## src/rtl/apb_multi_master_bridge.sv

```systemverilog
// APB master bridge with NUM_SLAVES-way address decode, wait states, PSLVERR,
// unmapped-address errors, transfer timeout and back-to-back command acceptance.
module apb_multi_master_bridge #(
  parameter int ADDR_WIDTH = 8,
  parameter int DATA_WIDTH = 32,
  parameter int SEL_BITS   = 2,
  parameter int NUM_SLAVES = 3,
  parameter int TIMEOUT    = 16
) (
  input  logic                             PCLK,
  input  logic                             PRESET,
  input  logic                             req,
  output logic                             req_ready,
  input  logic                             req_write,
  input  logic [ADDR_WIDTH-1:0]            req_addr,
  input  logic [DATA_WIDTH-1:0]            req_wdata,
  output logic                             done,
  output logic                             err,
  output logic [DATA_WIDTH-1:0]            rdata,
  output logic [1:0]                       state,
  output logic [NUM_SLAVES-1:0]            PSEL,
  output logic                             PENABLE,
  output logic                             PWRITE,
  output logic [ADDR_WIDTH-1:0]            PADDR,
  output logic [DATA_WIDTH-1:0]            PWDATA,
  input  logic [NUM_SLAVES-1:0]            PREADY_s,
  input  logic [NUM_SLAVES-1:0]            PSLVERR_s,
  input  logic [NUM_SLAVES*DATA_WIDTH-1:0] PRDATA_s
);

  localparam int CNT_W = (TIMEOUT > 1) ? $clog2(TIMEOUT) : 1;
  localparam logic [CNT_W-1:0] CNT_LAST = CNT_W'((TIMEOUT > 0) ? TIMEOUT - 1 : 0);

  typedef enum logic [1:0] {
    IDLE   = 2'd0,
    SETUP  = 2'd1,
    ACCESS = 2'd2
  } state_t;

  state_t                  state_q, state_d;
  logic [NUM_SLAVES-1:0]   psel_q, psel_d;
  logic                    penable_q, penable_d;
  logic                    pwrite_q, pwrite_d;
  logic [ADDR_WIDTH-1:0]   paddr_q, paddr_d;
  logic [DATA_WIDTH-1:0]   pwdata_q, pwdata_d;
  logic                    done_q, done_d;
  logic                    err_q, err_d;
  logic [DATA_WIDTH-1:0]   rdata_q, rdata_d;
  logic [CNT_W-1:0]        cnt_q, cnt_d;
  logic                    pend_q, pend_d;

  logic [SEL_BITS-1:0]     req_idx;
  logic                    req_mapped;
  logic [NUM_SLAVES-1:0]   req_onehot;
  logic                    sel_ready, sel_err;
  logic [DATA_WIDTH-1:0]   sel_rdata;
  logic                    accept, timeout_hit;

  // The latched one-hot PSEL doubles as the stored slave index for the return mux.
  always_comb begin
    req_idx    = req_addr[ADDR_WIDTH-1 -: SEL_BITS];
    req_mapped = 32'(req_idx) < 32'(NUM_SLAVES);
    req_onehot = '0;
    sel_ready  = 1'b0;
    sel_err    = 1'b0;
    sel_rdata  = '0;
    for (int unsigned i = 0; i < 32'(NUM_SLAVES); i++) begin
      req_onehot[i] = (32'(req_idx) == i);
      sel_ready     = sel_ready | (psel_q[i] & PREADY_s[i]);
      sel_err       = sel_err | (psel_q[i] & PSLVERR_s[i]);
      if (psel_q[i]) sel_rdata = sel_rdata | PRDATA_s[i*DATA_WIDTH +: DATA_WIDTH];
    end
  end

  assign req_ready   = (state_q == IDLE) || ((state_q == ACCESS) && sel_ready);
  assign accept      = req && req_ready;
  assign timeout_hit = (TIMEOUT != 0) && (state_q == ACCESS) && !sel_ready && (cnt_q == CNT_LAST);

  always_ff @(posedge PCLK) begin
    if (PRESET) begin
      state_q   <= IDLE;
      psel_q    <= '0;
      penable_q <= 1'b0;
      pwrite_q  <= 1'b0;
      paddr_q   <= '0;
      pwdata_q  <= '0;
      done_q    <= 1'b0;
      err_q     <= 1'b0;
      rdata_q   <= '0;
      cnt_q     <= '0;
      pend_q    <= 1'b0;
    end else begin
      state_q   <= state_d;
      psel_q    <= psel_d;
      penable_q <= penable_d;
      pwrite_q  <= pwrite_d;
      paddr_q   <= paddr_d;
      pwdata_q  <= pwdata_d;
      done_q    <= done_d;
      err_q     <= err_d;
      rdata_q   <= rdata_d;
      cnt_q     <= cnt_d;
      pend_q    <= pend_d;
    end
  end

  always_comb begin
    state_d = state_q;
    unique case (state_q)
      IDLE:    if (accept && req_mapped) state_d = SETUP;
      SETUP:   state_d = ACCESS;
      ACCESS: begin
        if (sel_ready)        state_d = (accept && req_mapped) ? SETUP : IDLE;
        else if (timeout_hit) state_d = IDLE;
      end
      default: state_d = IDLE;
    endcase
  end

  always_comb begin
    psel_d   = psel_q;
    pwrite_d = pwrite_q;
    paddr_d  = paddr_q;
    pwdata_d = pwdata_q;
    done_d   = 1'b0;
    err_d    = 1'b0;
    rdata_d  = '0;
    pend_d   = 1'b0;

    if (accept && req_mapped) begin
      psel_d   = req_onehot;
      pwrite_d = req_write;
      paddr_d  = req_addr;
      pwdata_d = req_wdata;
    end

    unique case (state_q)
      // An unmapped command taken at a completion edge is reported one cycle
      // later via pend_q so its error pulse never merges with the first done.
      IDLE: begin
        if (pend_q) begin
          done_d = 1'b1;
          err_d  = 1'b1;
        end
        if (accept && !req_mapped) begin
          if (pend_q) begin
            pend_d = 1'b1;
          end else begin
            done_d = 1'b1;
            err_d  = 1'b1;
          end
        end
      end
      ACCESS: begin
        if (sel_ready) begin
          done_d  = 1'b1;
          err_d   = sel_err;
          rdata_d = (!pwrite_q && !sel_err) ? sel_rdata : '0;
          pend_d  = accept && !req_mapped;
        end else if (timeout_hit) begin
          done_d = 1'b1;
          err_d  = 1'b1;
        end
      end
      default: ;
    endcase

    if (state_d == IDLE) psel_d = '0;
    penable_d = (state_d == ACCESS);
    cnt_d     = ((state_q == ACCESS) && (state_d == ACCESS)) ? cnt_q + 1'b1 : '0;
  end

  assign state   = state_q;
  assign PSEL    = psel_q;
  assign PENABLE = penable_q;
  assign PWRITE  = pwrite_q;
  assign PADDR   = paddr_q;
  assign PWDATA  = pwdata_q;
  assign done    = done_q;
  assign err     = err_q;
  assign rdata   = rdata_q;

endmodule

```

## config.mk

```make
export PLATFORM = sky130hd
export DESIGN_NAME = apb_multi_master_bridge
export DESIGN_NICKNAME = d
export VERILOG_FILES = /design/src/rtl/apb_multi_master_bridge.sv
export SDC_FILE = /design/constraint.sdc
export NUM_CORES = 1
export LEC_CHECK = 0
export CORE_MARGIN = 3
export CORE_UTILIZATION = 35
export DETAILED_ROUTE_END_ITERATION = 12
export GPL_TIMING_DRIVEN = 0
export PLACE_DENSITY = 0.81
export SYNTH_ARGS = -nofsm -noshare
export SYNTH_HDL_FRONTEND = slang
export SYNTH_SLANG_ARGS = --single-unit
```

## constraint.sdc

```tcl
create_clock -name PCLK -period 2.1 [get_ports PCLK]
set_clock_uncertainty 0.2 [all_clocks]
set_input_delay 0.42 -clock PCLK [delete_from_list [all_inputs] [get_ports PCLK]]
set_output_delay 0.42 -clock PCLK [all_outputs]
set_load 0.05 [all_outputs]
```

==> results by group, run 1 <==
Logic synthesis
  • Compound-Gate Fraction of Synth Area: 14.12%
  • Yosys Warn Count: 0
  • Syn_area_per_cell: a little over 10 µm²
  • Synth Flop Type: dfxtp_1
  • Cell taking the most area after synthesis: dfxtp_1
  • Largest family of logic cells by synthesized area: compound AO/OA/AOI/OAI gates
  • Post-synth EDFFs: 0
  • Syn Inst Count: roughly 310
  • XOR/XNOR Fraction of Synth Area: less than 1%
  • Post-Synth Adder-Cell Area: less than 1%
  • Largest cells by area after synthesis: dfxtp_1 (54%), mux2i_1 (12%), a222oi_1 (11%)
  • Simple-Gate Fraction of Synth Area: between 10% and 20%
  • Async set or reset register ratio after synthesis: 0%
  • Synth unique cells: 29
  • Synth Net Count: 454
  • Mapped Area: about 3200 µm²
  • #FFs+latches synth: 86
  • Top-area cell type share of the netlist area: between 50% and 60%
  • Mux share of post-synthesis cell area: about an eighth
  • Sequential cell area fraction in the yosys report: between 50% and 60%

Job
  • Max-cap violations: 0

Detailed routing
  • Vias per inst: around 4.9
  • Post-route ant nets: 0
  • Iter 0 DRT Violations: around 180
  • DRC Markers: 0
  • Routed len/inst: around 17 µm
  • Vias: between 3000 and 4000
  • DR pass1 iterations: 7
  • Routed WL: between 10000 and 15000 µm

Placement
  • Placer Congestion: approximately 0.83
  • DP HPWL: between 8000 and 9000 µm
  • Dpl cells: between 600 and 700
  • IO buf count: 227
  • Worst slack, placed: -0.8580 ns

STA
  • Final worst-path cycle share: 106.4%
  • Final setup violation count: between 70 and 80
  • Fin. Hold Viols: 0
  • RSZ-0062 raised after global routing: yes
  • Final slew viol count: 0
  • Setup TNS: -3.096 ns
  • Fin crit period: 2.235 ns
  • Pin slew with the least headroom to its limit: approximately 0.55 ns
  • Final WS setup: -0.1351 ns
  • Maximum clock frequency: 447.4 MHz
  • Max_slew headroom: 63.79%

Min path
  • Worst hold stages: 2
  • Min-Delay Path Class: reg -> reg

Die
  • Boundary Pins: about 230
  • DIE AREA: 10240 µm²
  • Row count: 34
  • Placeable Area: 8763 µm²
  • Die Ht: a little over 100 µm
  • Die W: around 100 µm
  • Initial core utilization: 36.19%

Finish
  • Post-Layout Cell Count: between 600 and 700
  • Ant. Diodes: 0
  • Fillers: 688
  • Layout cells sized above 1: roughly 11%
  • Layout Nets: around 710
  • Area growth from synthesis to layout: 92.94%

Worst setup path
  • R2R setup slack: -0.10 ns
  • Crit path required time: ~1.5 ns
  • CP cell instances: buf_6 -> a222oi_1 -> buf_4 -> a21oi_2 -> buf_6
  • CP max stage cell: a222oi_1
  • WP data arrival: roughly 1.6 ns
  • Cell count of the worst reg-to-reg path: 10
  • Setup crit start kind: register
  • Worst-path fanout max: 6
  • Max stage delay on crit path: 0.38 ns
  • Critical path class: reg -> out
  • CP most frequent cell: buf_6
  • Critical Path End Type: output port

Power and ir drop
  • Sw Pwr: 1.105 mW
  • P_int: 2.740 mW
  • Comb pwr share: 25.2%
  • Clock power frac: ~30%
  • Sw Share: about 29%
  • Pwr/cell area: 628.2 nW/µm²
  • Sequential Power Share: between 40 and 50%
  • LEAKAGE: 2.760 nW
  • IR drop worst, VDD: between 400 and 500 µV
  • Total power: just under 4 mW

Clock tree
  • CTS buffer count: 9
  • Clk_lat worst skew: approximately 0.35 ns
  • CTS tree: done
  • Hold-fix buffers, CTS: 0
  • CTS Sinks: between 80 and 90
  • CTS Buffer Depth: 2
  • H-tree lvl count: 3
  • Clk slew on worst S/H paths: ~0.08 ns
  • CTS Root Cell: clkbuf_8

Outcome
  • Outcome: finished with violations
  • Failing checks: setup timing

GRT
  • First-pass GRT wire length: 16020 µm
  • Vias in the first global route: between 3000 and 4000
  • Antenna violations before repair: 0
  • Tot GR Track Use: 19.86%
  • Largest net degree at the start of global routing: 16
  • Grt ovf: 0
## final timing paths
kind	endpoint	from
hold reg to reg	PWDATA[6]$_SDFFE_PP0P_	PWDATA[6]$_SDFFE_PP0P_
setup / recovery	req_ready	PSEL[0]$_SDFFE_PP0P_
hold / removal	PWDATA[6]$_SDFFE_PP0P_	PWDATA[6]$_SDFFE_PP0P_
setup reg to reg	PADDR[2]$_SDFFE_PP0P_	PSEL[0]$_SDFFE_PP0P_
## registers in the layout, indices dropped and copies added (netlist names)
name and cells:
PADDR 8, PSEL 3, pend_q 1, cnt_q 4
done 1, PWRITE 1, state 2, rdata 32
err 1, PWDATA 32, PENABLE 1
## Yosys cell counts, types with 2 or more instances
| library cell | number |
|---|---|
| nand3_1 | 3 |
| nand2b_1 | 2 |
| mux2i_1 | 39 |
| a21oi_1 | 5 |
| dfxtp_1 | 86 |
| a222oi_1 | 34 |
| nor2b_1 | 4 |
| buf_6 | 3 |
| nor3_1 | 4 |
| clkbuf_1 | 15 |
| or3_1 | 2 |
| inv_1 | 2 |
| buf_4 | 6 |
| nor2_1 | 81 |
| nand2_1 | 5 |
| buf_2 | 3 |
## routing by layer
layer	vias to the layer above	track usage, %	wire [µm]
met5	-	0	0
met4	0	6.544	148
met3	12	6.612	1123
met2	153	36.12	5766
met1	1554	21.59	4192
li1	1633	-	-
## cell type report
cell class | count | area (µm²) | area share (%)
buffer | 27 | 237.7 | 3.885
clock buffer | 9 | 123.9 | 2.024
clock inverter | 7 | 73.82 | 1.206
inverter | 3 | 13.76 | 0.2249
multi-input combinational | 191 | 1343 | 21.94
sequential | 86 | 1725 | 28.19
tap | 108 | 135.1 | 2.208
timing repair buffer | 248 | 2467 | 40.32
## cell usage in the layout (no fill, tap or decap), drive strengths merged, types with 2 or more instances in the layout
cell type      synthesis  routed
clkdlybuf4s50          0     142
dfxtp                 86      86
nor2                  81      81
dlygate4sd2            0      77
mux2i                 39      39
a222oi                34      34
clkbuf                15      30
buf                   12      29
dlymetal6s2s           0       6
nand2                  5       5
a21oi                  5       5
nor3                   4       4
nor2b                  4       4
inv                    3       4
clkinv                 0       4
nand3                  3       3
nand2b                 2       2
or3                    2       2
## power groups by stage
stage / combinational, mW / sequential (mW) / clock [mW]
floorplan: 0.242 / 1.97 / 0
CTS: 0.917 / 1.72 / 1.18
global placement: 0.898 / 1.76 / 0
detailed placement: 0.909 / 1.76 / 0
global route: 1.02 / 1.74 / 1.25
finish: 0.967 / 1.73 / 1.15
## stage by stage
step           area [µm²]  hold slack, ns  utilization [%]
2_1_floorplan        3179          0.2175                -
6_report             6120          0.2884            69.83
3_3_place_gp         5587          0.2296            63.75
5_1_grt              6120          0.3007            69.83
4_1_cts              5823          0.2690            66.45
3_5_place_dp         5587          0.2501            63.75
## critical path: cells and delay by family, from the launching register on
kind	cells	cell delay [ns]
AO/OA/AOI/OAI	2	0.43
buffers and inverters	3	0.49
flip-flops	1	0.33
## cells by family after synthesis
logic type / count (synthesis)
XOR/XNOR: 2
multiplexers: 39
AO/OA/AOI/OAI: 46
flip-flops: 86
adder cells (fa/ha/maj): 1
buffers and inverters: 30
AND/OR/NAND/NOR: 103
## repair_timing
| action | 4_1_cts | 5_1_grt |
|---|---|---|
| gates cloned | 2 | 5 |
| gates resized for setup | 107 | 27 |
| endpoints found under the setup margin | 124 | 81 |
| pin swaps | 4 | 7 |
| setup buffers | 8 | 11 |
No activity file was read; power rests on OpenSTA's default activity.
==> inputs of run 2 (changes only) <==
Settings changed: SLEW_MARGIN set to 25.
==> results of run 2 <==
No change in the layout: final DEF, timing and power equal those of run 1.
==> inputs of run 3 (changes only) <==
Settings changed: PLACE_DENSITY 0.81 to 0.84.
==> run 3 against run 2 <==
- highest routed layer unchanged
- critical path type unchanged
- worst setup slack improved by 0.15 ns
- register-to-register slack improved by 0.21 ns
- critical path depth decreased by 1
- the run now ends clean
- maximum frequency increased by 7.2%
- final cell count decreased by 2.1%
- largest power group unchanged
- first-iteration DRC count decreased by 20%
==> results by group, run 3 (synthesized netlist as in run 1, its figures left out) <==
Outcome
  • Outcome: completed

Worst setup path
  • Critical Path End Type: output port
  • Cell count of the worst reg-to-reg path: 8
  • Worst r2r src: PSEL[0]$_SDFFE_PP0P_
  • Critical path class: reg -> out
  • R2R setup slack: approximately 0.11 ns
  • WP data arrival: ~1.5 ns
  • Setup crit start kind: register
  • Crit path depth: 4
  • Buf/Inv on CP: 2
  • Crit path required time: around 1.5 ns
  • Worst path top cell family by delay: compound AO/OA/AOI/OAI gates
  • Crit. Startpoint: PSEL[0]$_SDFFE_PP0P_
  • CP max stage cell: dfxtp_4
  • Max stage delay on crit path: 0.36 ns
  • CP cell instances: a222oi_1 -> buf_4 -> a21oi_2 -> buf_6
  • Worst-path fanout max: 4

GRT
  • Tot GR Track Use: between 20% and 30%
  • Largest net degree at the start of global routing: 16
  • First-pass GRT wire length: between 15000 and 20000 µm
  • Antenna violations before repair: 0
  • Vias in the first global route: roughly 3400
  • Grt ovf: 0

Finish
  • Layout Nets: 699
  • Post-Layout Cell Count: ~670
  • Final Core Density: about two thirds
  • Commonest non-fill, non-tap cell in the layout: clkdlybuf4s50_1
  • Area growth from synthesis to layout: 83.08%
  • Ant. Diodes: 0
  • Most frequent cells in the layout: clkdlybuf4s50_1 (142), dfxtp_1 (83), nor2_1 (80), dlygate4sd2_1 (78), mux2i_1 (38)
  • Layout cells sized above 1: 8.797%

Die
  • DIE AREA: between 10000 and 15000 µm²
  • Die W: between 100 and 150 µm
  • Initial core utilization: a little over a third
  • Die Ht: roughly 100 µm
  • Boundary Pins: approximately 230
  • Row count: 34
  • Placeable Area: between 8000 and 9000 µm²

Clock tree
  • CTS buffer count: 9
  • CTS Buffer Depth: 2
  • H-tree lvl count: 3
  • Hold-fix buffers, CTS: 0
  • CTS Sinks: 86
  • Clk_lat worst skew: ~0.35 ns
  • CTS Root Cell: clkbuf_8
  • CTS tree: done
  • Clk slew on worst S/H paths: ~0.080 ns

Detailed routing
  • Post-route ant nets: 0
  • DRC Markers: 0
  • Routed WL: ~11000 µm
  • Iter 0 DRT Violations: about 150
  • Routed len/inst: ~17 µm
  • DR pass1 iterations: 6
  • Vias per inst: 5.027
  • Vias: around 3300

STA
  • Fin crit period: between 2 and 2.5 ns
  • Final slew viol count: 0
  • RSZ-0062 raised after global routing: yes
  • Final worst-path cycle share: ~99%
  • Fin. Hold Viols: 0
  • Final WS setup: about 0.014 ns
  • Maximum clock frequency: around 480 MHz
  • Max_slew headroom: 57.81%
  • Final setup violation count: 0
  • Pin slew with the least headroom to its limit: between 0.6 and 0.7 ns

Power and ir drop
  • Sw Share: approximately 29%
  • Sw Pwr: ~1.1 mW
  • IR drop worst, VDD: approximately 400 µV
  • Sequential Power Share: 45.7%
  • Clock power frac: around 30%
  • LEAKAGE: 2.587 nW
  • P_int: about 2.7 mW
  • Comb pwr share: around a quarter
  • Pwr/cell area: ~650 nW/µm²

Min path
  • Worst hold stages: 1
  • Min-Delay Path Class: reg -> reg
  • Hold Startpoint: cnt_q[0]$_SDFF_PP0_

Placement
  • Worst slack, placed: -0.8072 ns
  • IO buf count: about 230
  • Dpl cells: 642
  • Placer Congestion: ~0.88
  • DP HPWL: between 8000 and 9000 µm

Job
  • Max-cap violations: 0
## run 3: cell types whose count changed in the layout (fill, tap and decap cells not counted), moves of 3 or more
cell / change
buf_12: -5
dfxtp_4: +3
dfxtp_2: -3
buf_8: -3
clkbuf_16: -5
## run 3: stage by stage
stage               TNS [ns]  hold WS, ns  power, mW  instance area [µm²]
floorplan                  0       0.2175      2.214                 3179
global placement      -28.01       0.2270      2.659                 5587
detailed placement    -26.11       0.2380      2.677                 5587
CTS                  -0.2579       0.2636      3.807                 5746
global route        -0.07088       0.2688      3.936                 5807
finish                     0       0.2563      3.777                 5807
## run 3: final timing paths
check / to
max: req_ready
min: cnt_q[0]$_SDFF_PP0_
max reg2reg: PWDATA[29]$_SDFFE_PP0P_
min reg2reg: cnt_q[0]$_SDFF_PP0_
## run 3: power groups by stage
stage               clock network [mW]  registers [mW]  logic, mW
finish                            1.16            1.73      0.894
global route                      1.25            1.74      0.945
CTS                               1.19            1.73      0.893
detailed placement                   0            1.76      0.912
global placement                     0            1.76      0.898
floorplan                            0            1.97      0.242
## run 3: routing by layer
metal | share of wire [%] | vias up | global-route usage [%]
met4 | 2.4 | 0 | 8.896
met5 | 0 | - | 0
met3 | 12 | 23 | 7.645
met1 | 34 | 1543 | 20.46
li1 | - | 1607 | -
met2 | 52 | 170 | 38.18
## run 3: timing repair
item | CTS | global route
gates resized for setup | 99 | 13
endpoints found under the setup margin | 85 | 78
buffers inserted | 2 | 7
cloned | 1 | 0
pin swaps | 2 | 2
## run 3: layout make-up
| cell class | count | area [µm²] |
|---|---|---|
| Timing Repair Buffer | 237 | 2265 |
| Clock inverter | 7 | 73.82 |
| Inverter | 3 | 11.26 |
| Tap cell | 108 | 135.1 |
| Clock buffer | 9 | 123.9 |
| Sequential cell | 86 | 1733 |
| Buffer | 24 | 166.4 |
| Fill cell | 732 | 2957 |
| Multi-Input combinational cell | 191 | 1299 |
## run 3: worst register-to-register path: cells and delay by family (launching register included)
kind	cells	cell delay (ns)
flops	1	0.36
mux	1	0.18
compound gates	2	0.42
simple gates	1	0.05
buf+inv	4	0.65
